==> config.mk <==
export PLATFORM = sky130hd
export DESIGN_NAME = recibirps2
export DESIGN_NICKNAME = d
export VERILOG_FILES = /design/src/rtl/ps2_pkg.sv /design/src/rtl/ps2_sync_filter.sv /design/src/rtl/recibirps2.sv
export SDC_FILE = /design/constraint.sdc
export NUM_CORES = 1
export LEC_CHECK = 0
export ABC_AREA = 1
export CAP_MARGIN = 0
export CORE_MARGIN = 2
export CORE_UTILIZATION = 45
export DETAILED_ROUTE_END_ITERATION = 16
export PLACE_DENSITY = 0.61
export SYNTH_ARGS = -nofsm -noshare
export SYNTH_HDL_FRONTEND = slang
export SYNTH_HIERARCHICAL = 1
export SYNTH_SLANG_ARGS = --single-unit
==> constraint.sdc <==
create_clock -name CLKOUT -period 3 [get_ports CLKOUT]
set_clock_uncertainty 0.1 [all_clocks]
set_input_delay 0.3 -clock CLKOUT [delete_from_list [all_inputs] [get_ports CLKOUT]]
set_output_delay 0.3 -clock CLKOUT [all_outputs]
set_load 0.01 [all_outputs]
==> src/rtl/ps2_pkg.sv <==
// ps2_pkg: shared PS/2 framing definitions for the receiver and the transmitter.
//   FRAME_BITS  - start + 8 data + parity + stop
//   DATA_BITS   - payload width, LSB sent first
//   ps2_state_t - deframing FSM states
//   odd_parity  - parity bit that makes the count of ones in {byte, bit} odd
package ps2_pkg;

    localparam int FRAME_BITS = 11;
    localparam int DATA_BITS  = 8;

    typedef enum logic [1:0] {
        IDLE   = 2'd0,
        DATA   = 2'd1,
        PARITY = 2'd2,
        STOP   = 2'd3
    } ps2_state_t;

    function automatic logic odd_parity(input logic [DATA_BITS-1:0] b);
        return ~^b;
    endfunction

endpackage

==> src/rtl/ps2_sync_filter.sv <==
// ps2_sync_filter: brings an asynchronous PS/2 pin into the CLKOUT domain and
// debounces it.
//   CLKOUT  in  system clock, rising edge
//   reset_n in  synchronous active-low reset (all state returns to idle-high)
//   pin     in  asynchronous pin
//   level   out filtered level; flips only after FILTER_LEN consecutive
//               synchronised samples disagree with it
//   fall    out one-cycle pulse in the cycle after level went 1 -> 0
module ps2_sync_filter #(
    parameter int FILTER_LEN = 8
) (
    input  logic CLKOUT,
    input  logic reset_n,
    input  logic pin,
    output logic level,
    output logic fall
);

    localparam int CW = $clog2(FILTER_LEN + 1);

    logic          sync1;
    logic          sync2;
    logic [CW-1:0] cnt;

    always_ff @(posedge CLKOUT) begin
        if (!reset_n) begin
            sync1 <= 1'b1;
            sync2 <= 1'b1;
            level <= 1'b1;
            cnt   <= '0;
            fall  <= 1'b0;
        end else begin
            sync1 <= pin;
            sync2 <= sync1;
            fall  <= 1'b0;
            // cnt tracks how many samples in a row have differed from level;
            // any agreeing sample restarts the run, so short glitches vanish.
            if (sync2 == level) begin
                cnt <= '0;
            end else if (cnt == CW'(FILTER_LEN - 1)) begin
                level <= sync2;
                cnt   <= '0;
                fall  <= level;   // old level 1 means this is a 1 -> 0 change
            end else begin
                cnt <= cnt + 1'b1;
            end
        end
    end

endmodule

==> src/rtl/recibirps2.sv <==
// recibirps2: PS/2 frame receiver. Deframes start(0), 8 data bits LSB first,
// odd parity and stop(1) into bytes.
//   CLKOUT     in  system clock, rising edge
//   reset_n    in  synchronous active-low reset; drops any partial frame
//   ps2_clk    in  PS/2 clock pin (asynchronous)
//   ps2_data   in  PS/2 data pin (asynchronous)
//   d_out      out last good byte, held until the next good frame
//   valid      out 1-cycle strobe, d_out just updated
//   parity_err out 1-cycle strobe, parity wrong, d_out unchanged
//   frame_err  out 1-cycle strobe, stop bit 0 or inter-edge timeout
//   busy       out high from accepted start bit until frame end/abort
// Handshake: valid/parity_err/frame_err are fire-and-forget strobes with no
// ready; the consumer must capture d_out in the cycle valid is high. At most
// one strobe is high in any cycle.
module recibirps2
    import ps2_pkg::*;
#(
    parameter int FILTER_LEN  = 8,
    parameter int TIMEOUT_CYC = 50000
) (
    input  logic                 CLKOUT,
    input  logic                 reset_n,
    input  logic                 ps2_clk,
    input  logic                 ps2_data,
    output logic [DATA_BITS-1:0] d_out,
    output logic                 valid,
    output logic                 parity_err,
    output logic                 frame_err,
    output logic                 busy
);

    localparam int TW = $clog2(TIMEOUT_CYC);
    localparam int BW = $clog2(DATA_BITS);

    // The filtered clock level itself is not needed here; only its edge is.
    logic unused_clk_level;
    logic clk_fall;

    ps2_sync_filter #(
        .FILTER_LEN(FILTER_LEN)
    ) u_clk_filter (
        .CLKOUT (CLKOUT),
        .reset_n(reset_n),
        .pin    (ps2_clk),
        .level  (unused_clk_level),
        .fall   (clk_fall)
    );

    // Data only needs synchronising: it is stable for the whole clock-low
    // phase, long before the filtered fall arrives.
    logic data_s1;
    logic data_s2;

    ps2_state_t           state;
    logic [DATA_BITS-1:0] sr;
    logic                 par;
    logic [BW-1:0]        bit_cnt;
    logic [TW-1:0]        tcnt;

    always_ff @(posedge CLKOUT) begin
        if (!reset_n) begin
            data_s1    <= 1'b1;
            data_s2    <= 1'b1;
            state      <= IDLE;
            sr         <= '0;
            par        <= 1'b0;
            bit_cnt    <= '0;
            tcnt       <= '0;
            d_out      <= '0;
            valid      <= 1'b0;
            parity_err <= 1'b0;
            frame_err  <= 1'b0;
            busy       <= 1'b0;
        end else begin
            data_s1    <= ps2_data;
            data_s2    <= data_s1;
            valid      <= 1'b0;
            parity_err <= 1'b0;
            frame_err  <= 1'b0;

            // An edge always beats a simultaneous timeout.
            if (clk_fall) begin
                tcnt <= '0;
                case (state)
                    IDLE: begin
                        if (!data_s2) begin
                            state   <= DATA;
                            busy    <= 1'b1;
                            bit_cnt <= '0;
                        end
                    end
                    DATA: begin
                        sr      <= {data_s2, sr[DATA_BITS-1:1]};
                        bit_cnt <= bit_cnt + 1'b1;
                        if (bit_cnt == BW'(DATA_BITS - 1)) begin
                            state <= PARITY;
                        end
                    end
                    PARITY: begin
                        par   <= data_s2;
                        state <= STOP;
                    end
                    STOP: begin
                        state <= IDLE;
                        busy  <= 1'b0;
                        // A bad stop bit outranks a parity error.
                        if (!data_s2) begin
                            frame_err <= 1'b1;
                        end else if (par == odd_parity(sr)) begin
                            d_out <= sr;
                            valid <= 1'b1;
                        end else begin
                            parity_err <= 1'b1;
                        end
                    end
                    default: state <= IDLE;
                endcase
            end else if (state != IDLE) begin
                // Saturates at the limit; the next start-bit edge clears it.
                if (tcnt == TW'(TIMEOUT_CYC - 1)) begin
                    state     <= IDLE;
                    busy      <= 1'b0;
                    frame_err <= 1'b1;
                end else begin
                    tcnt <= tcnt + 1'b1;
                end
            end
        end
    end

endmodule

### Word-level counts from Yosys, hierarchy flattened

Index checks and enable logic that the tools add are counted.

| operators by class | value |
|---|---|
| add/subtract/negate cells | 3 |
| $mul | 0 |
| divide/modulo/power cells | 0 |
| $lt $le $gt $ge | 0 |
| eq/ne operators | 12 |
| shift operators | 0 |
| multiplexer cells | 20 |
| bitwise logic cells | 4 |
| reductions and logical operators | 18 |

Operators by type and width:

| cell | number |
|---|---|
| adder 16 x 1 -> 16 bit (second input constant) | 1 |
| equality test 16 bit (second input constant) | 1 |
| AND reduction 4 bit | 4 |
| two-way mux 1 bit | 11 |
| two-way mux 2 bit | 5 |
| != test 3 bit (second input constant) | 3 |
| one-hot mux 2 bit (4 select lines) | 1 |
| AND reduction 2 bit | 4 |
| nonzero test 2 bit | 4 |
| XNOR reduction 8 bit | 1 |
| one-hot mux 3 bit (2 select lines) | 1 |
| OR reduction 3 bit | 2 |
| adder 4 x 1 -> 4 bit (second input constant) | 1 |
| equality test 2 bit (second input constant) | 2 |
| equality test 4 x 3 -> 1 bit (second input constant) | 1 |
| NOT 1 bit | 4 |
| adder 3 x 1 -> 3 bit (second input constant) | 1 |
| equality test 3 bit (second input constant) | 1 |
| two-way mux 3 bit | 1 |
| AND reduction 3 bit | 1 |
| equality test 1 bit | 2 |
| equality test 2 x 1 -> 1 bit (second input constant) | 1 |
| zero test 2 bit | 1 |
| != test 2 bit (second input constant) | 1 |
| 2 further kinds | 2 |

| storage, ports and cells | value |
|---|---|
| register bits after elaboration | 52 |
| bits in latches | 0 |
| RAM bits | 0 |
| ROM bits | 0 |
| input port bits | 4 |
| output and inout port bits | 12 |
| word-level logic and storage cells | 74 |
| memories kept | 0 |

### Logic depth before layout (Yosys ltp)

Gate-level depths: netlist of the first run.

| logic depth | value |
|---|---|
| depth after elaboration | 4 |
| mapped depth | 11 |
| depth with buffers taken out | 11 |

### Cells and area by module

Netlist of the first run, hierarchy kept.

Modules (own cells, without submodules):

| module | instances | cells an instance | area each (µm²) | sequential area each (µm²) |
|---|---|---|---|---|
| recibirps2 | 1 | 327 | 2279.7 | 880.8 |
| ps2_sync_filter | 1 | 32 | 291.5 | 160.2 |

### Least setup slack after synthesis of the first run

No wires, ideal clock.

| timing | value |
|---|---|
| path type | register to register |
| from | register tcnt[0] |
| to | register tcnt[11] |
| library setup time | 0.135 ns |
| arrival time | 1.442 ns |
| required time | 2.765 ns |
| setup slack | 1.323 ns |
| stages on the path, launching flop included | 12 |
| buffers on the path | 1 |
| period minus slack after synthesis | 1.677 ns |
| cell sequence | dfxtp_1 > ha_1 > nand2_2 > nor2_4 > nand2_2 > nor2_2 > nand2_1 > nand2_4 > inv_2 > buf_6 > nand2_1 > a21oi_2 |

| on the way | value |
|---|---|
| cells in the longest elaborated chain, start to end | 3 |
| elaborated cells between the ends (all ways) | 4 |
| those cells by class | 1 x add/sub; 1 x eq/ne; 1 x bitwise; 1 x reduce/logical |

Ends and longest elaborated chain:

| what | RTL line | text |
|---|---|---|
| from (decl) | recibirps2.sv:58 | `logic [TW-1:0] tcnt;` |
| from (signal assigned) | recibirps2.sv:125 | `tcnt <= tcnt + 1'b1;` |
| parallel branches: the longest is 3 deep, another holds adder 16 x 1 -> 16 bit | n/a |  |

Parallel ways; which one is timed is not known.
A chain may end at the register's enable or synchronous reset.

### Final worst setup path of the first run

| timing | value |
|---|---|
| from | register tcnt[0] |
| to | register tcnt[0] |

The elaborated chain is that of the path after synthesis.

==> metrics, run 1 <==
drt total wl=4840 microns; number of global-route vias before repair=between 1.5k and 2k; Setup Buffers After CTS=0; fin crit period=1.99 ns; overall power=1140 uW; final non-filler cell total=447; worst slew pin tran=between 0.4 and 0.5 ns; CTS Root Cell=clkbuf_8; CTS Buffer Depth=2; slowest cell delay on critical path=0.44 ns; synthesized area=2570 sq um; Synth Area in Compound Gates=between 10% and 20%; most frequent cells in the layout=nand2_1 (87), dfxtp_1 (52), inv_1 (48), nor2_1 (40), a21oi_1 (23); Crit path max-delay family=simple AND/OR/NAND/NOR gates; latest clock arrival within the worst-skew pair=approximately 0.3 ns; worst setup path category=reg -> reg; xor/xnor share of the synthesized area=4.43%; CTS Buf Count=5; Initial Utilization=between 40% and 50%; Critical Path Source Type=flop; top-level I/O count=16; Layout area overhead=11.7%; post-CTS resize count=0; DR vias=2169; crit path cell chain=ha_1 -> nand2_2 -> nor2_4 -> nand2_2 -> nor2_2 -> nand2_1 -> nand2_4 -> inv_2 -> o21ai_1 -> a21oi_2; DIE AREA=about 6300 sq um; Pleak=0.00109 uW; number of flops mapped to enable cells by yosys=0; fmax=502 MHz; Clock transition at path regs=0.09 ns; final core utilization=52.2%; global-route wire length before repair=9040 microns; Crit Path Max Fanout=16; CP Buf/Inv Count=1; asr flop ratio synth=0%; slowest CP cell=dfxtp_1; Post-Syn Nets=371; CTS Sinks=52; Netlist cell types=30; drt first pass iters=4; 1st-iter DRT viols=214; period utilisation layout=66.4%; worst min path class=reg -> reg; critical path arrival=approximately 2.1 ns; WP data required=3.09 ns; Final Hold Slack=0.330 ns; Final Max Tran Viols=0; max-cap violations=0; largest net degree at the start of global routing=25; simple-gate share of the synthesized area=about a third; placed cell count=440; Placer Congestion=0.864; sum of net half-perimeters after detailed placement=3510 microns; TritonCTS clock tree=yes; IO Port Bufs=15; Row Count=27; worst vdd ir=246 uV; Nets=387; Via density=4.85; DIE WIDTH=79.6 microns; register bit total from synthesis=52; Final ANT Viol Nets=0; synth top area cells=dfxtp_1 (40%), nand2_1 (13%), inv_1 (7.0%); Synth area leader=dfxtp_1; proportion of synthesized area in mux cells=0%; final-report setup violation count=0; pwr/cell area=398 nW/um^2; n_diodes=0; initial antenna violation count=0; CP endpoint kind=flop; Post-Synthesis Cells=approximately 360; commonest non-fill, non-tap cell in the layout=nand2_1; register area share after synthesis=40.5%; largest family of logic cells by synthesized area=simple AND/OR/NAND/NOR gates; warnings from Yosys=6; Congestion Overflow GR=0; die height=79.6 microns; Final Hold Fails=0; Core Area=5510 sq um; status=completed; Clock H-tree levels=2; Hold-fix buffers, CTS=0; Tot GR Track Use=17.8%; Worst path most repeated cell=nand2_2; dominant synthesized flop cell=dfxtp_1; syn avg cell area=7.16 sq um; Setup TNS=0 ns; RSZ-0062 raised after global routing=false; # DRC=0; wire per inst=between 10 and 15 microns; share of cells above drive strength 1=9.07%; Yosys top cell area share=40.5%; Slew headroom=67.4%; synthesized-area fraction occupied by adder cells=under 10%
stage by stage:
stage	cell area, sq um	worst slack, ns
floorplan	2570	1.32
global placement	2780	0.875
detailed placement	2780	0.795
CTS	2870	1.02
global route	2870	0.842
finish	2870	1.01
where the power goes:
group | internal, uW | leakage [uW] | switching (uW)
combinational | 9.88 | 0.000624 | 16.2
clock | 206 | 0.0000503 | 217
sequential | 692 | 0.000420 | 1.68
layer usage:
| layer | wire [microns] | global-route usage (%) | vias up |
|---|---|---|---|
| met5 | 0 | 0 | - |
| li1 | - | - | 1164 |
| met3 | 237 | 4.41 | 4 |
| met4 | 52 | 6.38 | 0 |
| met2 | 2010 | 25.4 | 50 |
| met1 | 2540 | 25.9 | 951 |
path summary, 6_finish.rpt:
path / end / cells after the start / slack [ns] / start
max: tcnt[0] / 10 / 1.01 / tcnt[0]
min: data_s2 / 1 / 0.33 / data_s1
min reg2reg: data_s2 / 1 / 0.33 / data_s1
max reg2reg: tcnt[0] / 10 / 1.01 / tcnt[0]
state kept, by name, summed over array words and instances, names as in the netlist:
| name | count |
|---|---|
| bit_cnt | 3 |
| busy | 1 |
| d_out | 8 |
| data_s1 | 1 |
| data_s2 | 1 |
| frame_err | 1 |
| par | 1 |
| parity_err | 1 |
| sr | 8 |
| state | 2 |
| tcnt | 16 |
| u_clk_filter/cnt | 4 |
| u_clk_filter/fall | 1 |
| u_clk_filter/level | 1 |
| u_clk_filter/sync1 | 1 |
| u_clk_filter/sync2 | 1 |
| valid | 1 |
worst register-to-register path, delay by kind of cell (launching register included):
kind	cells	cell delay [ns]
adder cells (fa/ha/maj)	1	0.25
flip-flops	1	0.44
buffers and inverters	1	0.17
AO/OA/AOI/OAI	2	0.23
AND/OR/NAND/NOR	6	0.69
area by class of cell:
| type | count | area (sq um) |
|---|---|---|
| tap | 72 | 90.1 |
| inverter | 52 | 195 |
| sequential | 52 | 1040 |
| timing repair buffer | 16 | 158 |
| clock buffer | 7 | 96.3 |
| fill | 544 | 2630 |
| multi-input combinational | 248 | 1290 |
Yosys cell counts, types with 2 or more instances:
library cell and number:
nand4_1 12, nand2_2 3, inv_1 48, o21ai_0 12
nor2_1 40, xor2_1 10, ha_1 8, clkbuf_1 3
a211oi_1 3, xnor2_1 3, or2_2 5, a21oi_1 23
a21oi_2 6, buf_6 2, nand2_1 87, nand3_1 18
nor3_1 7, inv_2 4, nand3_2 2, dfxtp_1 52
nor2_2 2
cell families (layout without fill, tap and decap cells):
| logic type | count (synthesis) | in the layout |
|---|---|---|
| DFF | 52 | 52 |
| xor gates and xnor gates | 13 | 13 |
| AOI/OAI and AO/OA | 46 | 46 |
| adders and majority gates | 8 | 8 |
| buffers and inverters | 59 | 75 |
| and+or+nand+nor | 181 | 181 |
(Power assumes the default switching activity.)
==> run 2: changes to the inputs <==
PLACE_DENSITY = 0.64   (was 0.61)
clock period = 1.6 ns   (was 3 ns; I/O delays follow)
==> run 2 against run 1 <==
Critical path depth unchanged. Clock power increased by 84%. Critical endpoint is now tcnt[5]. Cell count increased by 5.1%. Largest power group unchanged. Global-route usage decreased by 0.81 points. Highest routed layer unchanged. Die area unchanged.
==> metrics, run 2 (same netlist as run 1, synthesis figures left out) <==
status=completed; sequential share of power=61.0% (+0.3 points); CTS Buf Count=5 (unchanged); wire per inst=10.7 microns (-1.5%); fin crit period=1.55 ns (-0.439 ns); WP data required=1.73 ns (-1.36 ns); DR vias=2195 (+1.2%); Clock transition at path regs=0.09 ns (about the same); Nets=409 (+5.7%); final-report setup violation count=0 (unchanged); Pleak=0.00124 uW (+14%); final non-filler cell total=470 (+5.1%); Worst Slack Setup Final=0.0460 ns (-0.961 ns); worst setup path category=reg -> reg; placed cell count=458 (+4.1%); initial antenna violation count=0 (unchanged); n_diodes=0 (unchanged); register area=1060 sq um (+1.4%); Initial Utilization=46.7% (unchanged); Sw Share=21.5% (+0.94 points); RSZ-0062 raised after global routing=true; latest clock arrival within the worst-skew pair=0.30 ns (about the same); global-route wire length before repair=8640 microns (-4.4%); period utilisation layout=97.1% (+31 points); IO Port Bufs=15 (unchanged); CTS Root Cell=clkbuf_8; CTS Sinks=52 (unchanged); largest net degree at the start of global routing=20 (-20%); Fill cells=537 (-1.3%); pre-CTS setup slack=0.00881 ns (-0.786 ns); number of global-route vias before repair=1924 (-3.3%); top-level I/O count=16 (unchanged); Critical Path Source Type=flop; die height=79.6 microns (unchanged); worst min path class=reg -> reg; placed instance area=2930 sq um (+5.5%); Tot GR Track Use=17.0% (-0.81 points); share of cells above drive strength 1=19.8% (+11 points); Placer Congestion=0.840 (-2.8%); commonest non-fill, non-tap cell in the layout=nand2_1; # DRC=0 (unchanged); Row Count=27 (unchanged); critical path arrival=1.69 ns (-0.40 ns); Core Area=5510 sq um (unchanged); clock network fraction of total power=36.5% (-0.5 points); Crit Path Max Fanout=10 (-6); TritonCTS clock tree=yes; Final Max Tran Viols=0 (unchanged); max-cap violations=0 (unchanged); CP endpoint kind=flop; Congestion Overflow GR=0 (unchanged); Switch Pwr=458 uW (+95%); DIE AREA=6330 sq um (unchanged); CTS Buffer Depth=2 (unchanged); worst slew pin tran=0.457 ns (-0.0307 ns); most frequent cells in the layout=nand2_1 (83), inv_1 (47), dfxtp_1 (42), nor2_1 (39), a21oi_1 (22); Clock H-tree levels=2 (unchanged); number of flip-flops in the largest register=16 (unchanged); Comb pwr share=2.6% (+0.3 points); final instance area=3140 sq um (+9.4%); DIE WIDTH=79.6 microns (unchanged); sum of net half-perimeters after detailed placement=3660 microns (+4.3%); Via density=4.67 (-3.8%); drt first pass iters=4 (unchanged); drt total wl=5010 microns (+3.6%); Slew headroom=69.5% (+2.1 points); Layout area overhead=22.2%; fmax=644 MHz (+28%); biggest regs=tcnt (16), d_out (8), sr (8); final core utilization=57.1% (+4.9 points); worst vdd ir=397 uV (+61%); 1st-iter DRT viols=106 (-50%); Final ANT Viol Nets=0 (unchanged); pwr/cell area=678 nW/um^2 (+70%); P_int=1670 uW (+84%); Final Hold Fails=0 (unchanged); Top reg by flops=tcnt; Multi-input gate area=1360 sq um (+5.2%)
[run 2: per-stage QoR]
| stage | hold slack [ns] | TNS, ns | power [uW] |
|---|---|---|---|
| after floorplan | 0.145 | 0 | 1360 |
| after global placement | 0.296 | 0 | 1380 |
| after detailed placement | 0.300 | 0 | 1380 |
| after CTS | 0.313 | -0.0364 | 2170 |
| after global routing | 0.326 | -0.322 | 2210 |
| final | 0.319 | 0 | 2130 |
[run 2: final timing paths]
| check | cells after the start | slack [ns] | endpoint | from |
|---|---|---|---|---|
| setup reg to reg | 10 | 0.05 | tcnt[5] | tcnt[0] |
| setup / recovery | 10 | 0.05 | tcnt[5] | tcnt[0] |
| hold / removal | 1 | 0.32 | data_s2 | data_s1 |
| hold reg to reg | 1 | 0.32 | data_s2 | data_s1 |
[run 2: routing by layer]
metal / global-route usage [%] / up-vias / share of wire (%)
met1: 24.2 / 961 / 50
met3: 3.05 / 6 / 2.7
li1: - / 1207 / -
met2: 26.1 / 21 / 46
met5: 0 / - / 0
met4: 5.17 / 0 / 1.3
[run 2: cell type report]
class / instances / share of cell area (%)
clock buffer: 7 / 2.75
inverter: 52 / 6.29
clock inverter: 1 / 0.199
multi-input combinational: 248 / 43.3
timing repair buffer: 38 / 11.0
sequential: 52 / 33.6
tap: 72 / 2.87
[run 2: worst max-delay path, cell delays in order (launching register included)]
cell,delay [ns]
dfxtp_4,0.37
ha_4,0.15
nand2_4,0.07
nor2_4,0.10
nand2_2,0.07
nor2_4,0.09
nand2_2,0.08
nand2_4,0.11
buf_6,0.15
nand2_1,0.05
a21oi_1,0.14
[run 2: power groups by stage]
| stage | clock network, uW | logic [uW] | registers, uW |
|---|---|---|---|
| global placement | 0 | 54.5 | 1330 |
| finish | 777 | 55.2 | 1300 |
| floorplan | 0 | 31.4 | 1330 |
| detailed placement | 0 | 54.7 | 1330 |
| global route | 851 | 63.1 | 1300 |
| CTS | 812 | 55.0 | 1300 |
[run 2: timing repair]
action	CTS	global route
setup buffers	0	4
hold buffers	0	0
setup endpoints to repair	6	29
pin swaps	0	6
gates resized for setup	0	29
gates cloned	0	0
